### src/rtl/dut_job_sequencer_pkg.sv
// Shared types and defaults for the dut job sequencer.
// Contents: FSM state enum, cfg opcode constants, default parameter widths.
package dut_job_sequencer_pkg;

  localparam int unsigned DEF_DATA_W  = 8;
  localparam int unsigned DEF_CFG_AW  = 8;
  localparam int unsigned DEF_CFG_DW  = 32;
  localparam int unsigned DEF_TIMEOUT = 1024;

  localparam logic CFG_OP_WR = 1'b1;
  localparam logic CFG_OP_RD = 1'b0;

  typedef enum logic [2:0] {
    ST_IDLE     = 3'd0,
    ST_CFG_WR   = 3'd1,
    ST_LEN      = 3'd2,
    ST_STREAM   = 3'd3,
    ST_STAT_CHK = 3'd4,
    ST_RD_STAT  = 3'd5,
    ST_DONE     = 3'd6,
    ST_ERR      = 3'd7
  } state_t;

endpackage

### src/rtl/dut_job_watchdog.sv
// Inactivity watchdog for the job sequencer.
// Ports: clk, rst_n; clr (any method fire or state change) zeroes the count;
// kick advances it while in a waiting state; expire_c flags that the count
// has reached TIMEOUT-1 in a waiting state.
module dut_job_watchdog
  import dut_job_sequencer_pkg::*;
#(
  parameter int unsigned TIMEOUT = DEF_TIMEOUT
) (
  input  logic clk,
  input  logic rst_n,
  input  logic clr,
  input  logic kick,
  output logic expire_c
);

  localparam int unsigned CNT_W = $clog2(TIMEOUT) + 1;

  logic [CNT_W-1:0] cnt_q;

  // Idle-cycle counter; the FSM leaves the waiting state on expiry, so it never wraps.
  always_ff @(posedge clk or negedge rst_n) begin
    if (!rst_n) begin
      cnt_q <= '0;
    end else if (clr) begin
      cnt_q <= '0;
    end else if (kick) begin
      cnt_q <= cnt_q + CNT_W'(1);
    end
  end

  assign expire_c = kick && (cnt_q == CNT_W'(TIMEOUT - 1));

endmodule

### src/rtl/dut_job_sequencer.sv
// Sequences one dut job: cfg write, len command, byte stream in/out, optional
// status read, then a one-cycle done pulse.
// Ports:
//   job_*           : job descriptor handshake (job_ready high only in IDLE)
//   busy/done/err   : status (err sticky until err_clr while in ERR)
//   result          : last status register read
//   src_* / snk_*   : byte source feeding din, byte sink drained from dout
//   din/dout/len/cfg: dut method ports; every *_en is qualified by its *_rdy
module dut_job_sequencer
  import dut_job_sequencer_pkg::*;
#(
  parameter int unsigned DATA_W  = DEF_DATA_W,
  parameter int unsigned CFG_AW  = DEF_CFG_AW,
  parameter int unsigned CFG_DW  = DEF_CFG_DW,
  parameter int unsigned TIMEOUT = DEF_TIMEOUT
) (
  input  logic              clk,
  input  logic              rst_n,
  input  logic              job_valid,
  output logic              job_ready,
  input  logic [DATA_W-1:0] job_len,
  input  logic [CFG_AW-1:0] job_cfg_addr,
  input  logic [CFG_DW-1:0] job_cfg_data,
  input  logic              job_stat_rd,
  input  logic [CFG_AW-1:0] job_stat_addr,
  output logic              busy,
  output logic              done,
  output logic              err,
  input  logic              err_clr,
  output logic [CFG_DW-1:0] result,
  input  logic              src_valid,
  input  logic [DATA_W-1:0] src_data,
  output logic              src_ready,
  output logic              snk_valid,
  output logic [DATA_W-1:0] snk_data,
  input  logic              snk_ready,
  output logic [DATA_W-1:0] din_value,
  output logic              din_en,
  input  logic              din_rdy,
  output logic              dout_en,
  input  logic [DATA_W-1:0] dout_value,
  input  logic              dout_rdy,
  output logic [DATA_W-1:0] len_value,
  output logic              len_en,
  input  logic              len_rdy,
  output logic [CFG_AW-1:0] cfg_address,
  output logic [CFG_DW-1:0] cfg_data_in,
  output logic              cfg_op,
  output logic              cfg_en,
  input  logic [CFG_DW-1:0] cfg_data_out,
  input  logic              cfg_rdy
);

  state_t            state_q, state_n;
  logic [DATA_W-1:0] in_cnt_q, in_cnt_n;
  logic [DATA_W-1:0] out_cnt_q, out_cnt_n;
  logic [DATA_W-1:0] len_q;
  logic [CFG_AW-1:0] cfg_addr_q;
  logic [CFG_DW-1:0] cfg_data_q;
  logic              stat_rd_q;
  logic [CFG_AW-1:0] stat_addr_q;
  logic [CFG_DW-1:0] result_q;
  logic              err_q;
  logic              wd_kick;
  logic              wd_clr;
  logic              wd_expire_c;
  logic              any_fire;

  dut_job_watchdog #(
    .TIMEOUT (TIMEOUT)
  ) u_watchdog (
    .clk      (clk),
    .rst_n    (rst_n),
    .clr      (wd_clr),
    .kick     (wd_kick),
    .expire_c (wd_expire_c)
  );

  // Method enables already include their rdy, so en alone means a fire.
  assign any_fire = cfg_en | len_en | din_en | dout_en;
  assign wd_clr   = any_fire | (state_n != state_q);

  // Next-state and method/handshake decode.
  always_comb begin
    state_n     = state_q;
    in_cnt_n    = in_cnt_q;
    out_cnt_n   = out_cnt_q;
    job_ready   = 1'b0;
    busy        = (state_q != ST_IDLE);
    done        = 1'b0;
    err         = err_q;
    result      = result_q;
    wd_kick     = 1'b0;
    cfg_en      = 1'b0;
    cfg_op      = CFG_OP_RD;
    cfg_address = cfg_addr_q;
    cfg_data_in = cfg_data_q;
    len_en      = 1'b0;
    len_value   = len_q;
    din_en      = 1'b0;
    din_value   = src_data;
    src_ready   = 1'b0;
    snk_valid   = 1'b0;
    snk_data    = dout_value;
    dout_en     = 1'b0;

    unique case (state_q)
      ST_IDLE: begin
        job_ready = 1'b1;
        if (job_valid) state_n = ST_CFG_WR;
      end
      ST_CFG_WR: begin
        wd_kick = 1'b1;
        cfg_op  = CFG_OP_WR;
        cfg_en  = cfg_rdy;
        if (cfg_rdy)          state_n = ST_LEN;
        else if (wd_expire_c) state_n = ST_ERR;
      end
      ST_LEN: begin
        wd_kick = 1'b1;
        len_en  = len_rdy;
        if (len_rdy) begin
          in_cnt_n  = '0;
          out_cnt_n = '0;
          state_n   = (len_q == '0) ? ST_STAT_CHK : ST_STREAM;
        end else if (wd_expire_c) begin
          state_n = ST_ERR;
        end
      end
      ST_STREAM: begin
        wd_kick   = 1'b1;
        din_en    = (in_cnt_q < len_q) && src_valid && din_rdy;
        src_ready = din_en;
        snk_valid = (out_cnt_q < len_q) && dout_rdy;
        dout_en   = snk_valid && snk_ready;
        if (din_en)  in_cnt_n  = in_cnt_q + DATA_W'(1);
        if (dout_en) out_cnt_n = out_cnt_q + DATA_W'(1);
        // Look at post-fire counts so simultaneous final fires exit this edge.
        if ((in_cnt_n == len_q) && (out_cnt_n == len_q)) state_n = ST_STAT_CHK;
        else if (!din_en && !dout_en && wd_expire_c)      state_n = ST_ERR;
      end
      ST_STAT_CHK: begin
        state_n = stat_rd_q ? ST_RD_STAT : ST_DONE;
      end
      ST_RD_STAT: begin
        wd_kick     = 1'b1;
        cfg_address = stat_addr_q;
        cfg_en      = cfg_rdy;
        if (cfg_rdy)          state_n = ST_DONE;
        else if (wd_expire_c) state_n = ST_ERR;
      end
      ST_DONE: begin
        done    = 1'b1;
        state_n = ST_IDLE;
      end
      ST_ERR: begin
        if (err_clr) state_n = ST_IDLE;
      end
      default: state_n = ST_IDLE;
    endcase
  end

  // State, stream counters, sticky error.
  always_ff @(posedge clk or negedge rst_n) begin
    if (!rst_n) begin
      state_q   <= ST_IDLE;
      in_cnt_q  <= '0;
      out_cnt_q <= '0;
      err_q     <= 1'b0;
    end else begin
      state_q   <= state_n;
      in_cnt_q  <= in_cnt_n;
      out_cnt_q <= out_cnt_n;
      err_q     <= (state_n == ST_ERR);
    end
  end

  // Job descriptor capture and status result.
  always_ff @(posedge clk or negedge rst_n) begin
    if (!rst_n) begin
      len_q       <= '0;
      cfg_addr_q  <= '0;
      cfg_data_q  <= '0;
      stat_rd_q   <= 1'b0;
      stat_addr_q <= '0;
      result_q    <= '0;
    end else begin
      if (job_valid && job_ready) begin
        len_q       <= job_len;
        cfg_addr_q  <= job_cfg_addr;
        cfg_data_q  <= job_cfg_data;
        stat_rd_q   <= job_stat_rd;
        stat_addr_q <= job_stat_addr;
      end
      if ((state_q == ST_RD_STAT) && cfg_rdy) result_q <= cfg_data_out;
    end
  end

endmodule

### config.mk
export PLATFORM = sky130hd
export DESIGN_NAME = dut_job_sequencer
export DESIGN_NICKNAME = d
export VERILOG_FILES = /design/src/rtl/dut_job_sequencer_pkg.sv /design/src/rtl/dut_job_watchdog.sv /design/src/rtl/dut_job_sequencer.sv
export SDC_FILE = /design/constraint.sdc
export NUM_CORES = 1
export LEC_CHECK = 0
export ABC_AREA = 1
export CAP_MARGIN = 20
export CORE_ASPECT_RATIO = 0.75
export CORE_MARGIN = 2
export CORE_UTILIZATION = 40
export DETAILED_ROUTE_END_ITERATION = 6
export GPL_TIMING_DRIVEN = 0
export PLACE_DENSITY_LB_ADDON = 0.3
export SETUP_SLACK_MARGIN = 0.2
export SLEW_MARGIN = 20
export SYNTH_ARGS = -nofsm -noshare
export SYNTH_HDL_FRONTEND = slang
export SYNTH_SLANG_ARGS = --single-unit
### constraint.sdc
create_clock -name clk -period 3.33 [get_ports clk]
set_input_delay 0.8325 -clock clk [delete_from_list [all_inputs] [get_ports clk]]
set_output_delay 0.8325 -clock clk [all_outputs]
set_load 0.02 [all_outputs]
==> flow_metrics.tcl <==
set metrics [dict create \
    grt_pass1_vias 5635 \
    syn_nets 825 \
    cp_top_family "simple AND/OR/NAND/NOR gates" \
    die_x_um 151 \
    finalHoldWorstSlack_ps 181 \
    start_kind "flop" \
    drt_iter0_markers 448 \
    critPathSlowestCell "dfrtp_1" \
    slowest_delay_ps 460 \
    antenna_found_initial 0 \
    grt_overflow 0 \
    critPathBufInv 4 \
    htree_levels 4 \
    internal_power_mw 5.26 \
    start_util_pct 40.7 \
    cts_root_buf "clkbuf_16" \
    critPathMaxFanout 6 \
    multi_input_area_sq_um 3150 \
    wl_met3_mm 1.63 \
    synth.cell_area_sq_um 6490 \
    core_sq_um 16000 \
    rows 40 \
    diodes 0 \
    p_clk_share_pct 21.2 \
    cts.clk_slew.worst_paths_ps 60 \
    arrival_ps 2230 \
    maxCapViolations 0 \
    drc_errors 1 \
    combPwrFrac_pct 51.1 \
    post-synth-top-count-cell "nand2_1" \
    synth_edf_count 0 \
    io_buffers 205 \
    cts_buffers 17 \
    status "finished with violations" \
    synth_area_leaders "dfrtp_1 46%, mux2_2 14%, nand2_1 8.9%" \
    hold_class "in -> async" \
    max_slew.worst_pin.slew_ps 662 \
    ant_nets 0 \
    synth.distinct_cells 34 \
    ys_warn_count 0 \
    required_ps 2500 \
    setup-violations-final 0 \
    p_seq_share_pct 27.6 \
    violations "design-rule violations" \
    clock_latency_ps 420 \
    leakagePower_nw 4.67 \
    final-max-slew-violation-count 0 \
    r2r_start "len_value[5]" \
    peakVddDrop_mv 0.449 \
    ys.flop_type "dfrtp_1" \
    die_y_um 114 \
    synth_top_area_cell "dfrtp_1" \
    p_per_area_nw_per_um2 888 \
    rsz0062_at_grt "yes" \
    m1WireLength_mm 8.05 \
    swShare_pct 40.4 \
    drive_gt1_share_pct 26.2 \
    hold_buffers 0 \
    fillers 1351 \
    fmax_mhz 327 \
    crit_cells 10 \
    grt.total_usage_pct 21.9 \
    setup_ws_ps 271 \
    detail_route.first_pass.iterations 7 \
    netSwitchingPower_mw 3.56 \
    grt_pass1_wl_mm 28.7 \
    top_layer_used "met4" \
    synth-seq-cells 120 \
    slew_headroom_pct 55.8 \
    viasPerCell 5.00 \
    fin_crit_ps 3060 \
    cts_sinks 120 \
    nNetsFinal 1076 \
    clockBufferDepth 2 \
    crit_path_cell_trace "inv_2 -> ha_1 -> nand2_1 -> nor2_1 -> nor2_4 -> nand3_4 -> buf_8 -> nor2_4 -> buf_6 -> buf_6" \
    synthArstFlopShare_pct 100 \
    seqCellArea_sq_um 3010 \
    fin_crit_sh_pct 91.9 \
    syn_area_per_cell_sq_um 9.37 \
    area_delta_synth_final_pct 53.0 \
    rr_worst_depth 21 \
    hpwlAfterDp_mm 13.7 \
    cts_tree "built" \
    die-area_sq_um 17300 \
    place_ws_ps -455 \
    criticalPathCategory "reg -> out" \
    synth_top_area_share_pct 46.2 \
    gp_congestion 0.883 \
    route.vias.total 5835 \
    clock_skew_ps 9.69 \
    tns_ps 0 \
    num_io_pins 222 \
    fin_cells 1167 \
    p_total_mw 8.83 \
    synth.yosys.seq_area_share_pct 46.2 \
    routed_wl_mm 18.8 \
    finalHoldViolCount 0 \
    wire_per_inst_um 16.1 \
    synth_commonest_cells "154 x nand2_1, 120 x dfrtp_1, 81 x mux2_2" \
    ff2ff_setup_slack_ps 290 \
    wl_met2_mm 8.70 \
    endpoint_kind "output pin" \
    dpl.cell_count 1110 \
    r2r-end "u_watchdog.cnt_q[3]" \
    grt_start_max_net_pins 77 \
    synthCells 693 \
]
-- sequential cells by signal (all words and copies together) (netlist names) --
| signal | count |
|---|---|
| stat_addr_q | 8 |
| cfg_addr_q | 8 |
| out_cnt_q | 8 |
| in_cnt_q | 8 |
| stat_rd_q | 1 |
| state_q | 3 |
| result | 32 |
| cfg_data_in | 32 |
| u_watchdog.cnt_q | 11 |
| err | 1 |
| len_value | 8 |
-- power by group through the flow --
stage,combinational [mW],clock [mW],sequential (mW)
2_1_floorplan,1.93,0,2.84
3_3_place_gp,3.98,0,2.44
3_5_place_dp,4.03,0,2.45
4_1_cts,4.10,1.91,2.45
5_1_grt,4.86,1.98,2.51
6_report,4.51,1.88,2.44
-- final cells by class --
type / instances / area share (%)
Buffer: 39 / 2.81
Tap cell: 210 / 2.64
Timing Repair Buffer: 232 / 23.9
Clock inverter: 14 / 1.60
Sequential cell: 120 / 30.3
Multi-Input combinational cell: 469 / 31.7
Clock buffer: 18 / 4.42
Inverter: 65 / 2.63
-- cell families after synthesis --
family | count (synthesis) | synth area share [%]
AOI/OAI and AO/OA | 36 | 3.03
xor gates and xnor gates | 13 | 1.75
adders and majority gates | 17 | 3.28
buffers and inverters | 104 | 7.80
DFF | 120 | 46.2
muxes | 82 | 14.2
and+or+nand+nor | 321 | 23.7
-- worst max path at each step --
stage | slack [ps] | to | from
CTS | 90 | snk_valid | dout_rdy
detailed placement | -450 | src_ready | src_valid
finish | 270 | src_ready | len_value[5]
floorplan | 370 | src_ready | len_value[7]
global route | 130 | u_watchdog.cnt_q[9] | len_value[7]
global placement | -3480 | result[19] | rst_n
-- layout by cell type, fill, tap and decap left out, types with 18 or more instances in the layout --
master           Yosys  final
nor2_1              46     36
nand2_1            154    142
nand2_2             10     18
buf_4               18     32
nand3_1             47     46
clkbuf_16            0     19
clkdlybuf4s50_1      0    188
mux2_2              81     81
nand4_1             31     31
inv_1               59     52
dfrtp_1            120    116
-- layer usage --
metal  up-vias  track usage, %
li1       2811               -
met1      2774            28.6
met2       216            33.6
met3        34            8.17
met4         0            7.17
met5         -               0
-- worst register-to-register path: stages, from the launching register on --
cell and delay [ps]:
dfrtp_1 460, inv_2 140, ha_1 330, nand2_1 70, nor2_1 60, nor2_4 230
nand3_4 130, buf_6 160, nand2_1 70, nand2_1 70, nand2_1 60, nand2_1 50
nor2_1 120, nand2_1 80, nor2_2 120, nand2_2 80, nand2_4 110, nand2_4 70
nand2_4 90, nand3_4 110, clkbuf_16 200, nor3_2 160
-- stage by stage --
stage / utilization [%] / area [sq um]
2_1_floorplan: - / 6490
3_3_place_gp: 55.2 / 8810
3_5_place_dp: 55.5 / 8860
4_1_cts: 59.8 / 9540
5_1_grt: 62.2 / 9940
6_report: 62.2 / 9940
-- timing repair --
action                                  in CTS  in global routing
endpoints found under the hold margin        0                  0
endpoints found under the setup margin      19                 21
gates resized for setup                     38                 65
cloned                                       0                  3
setup buffers                                6                 16
pin swaps                                    4                 22
(Power assumes the default switching activity.)
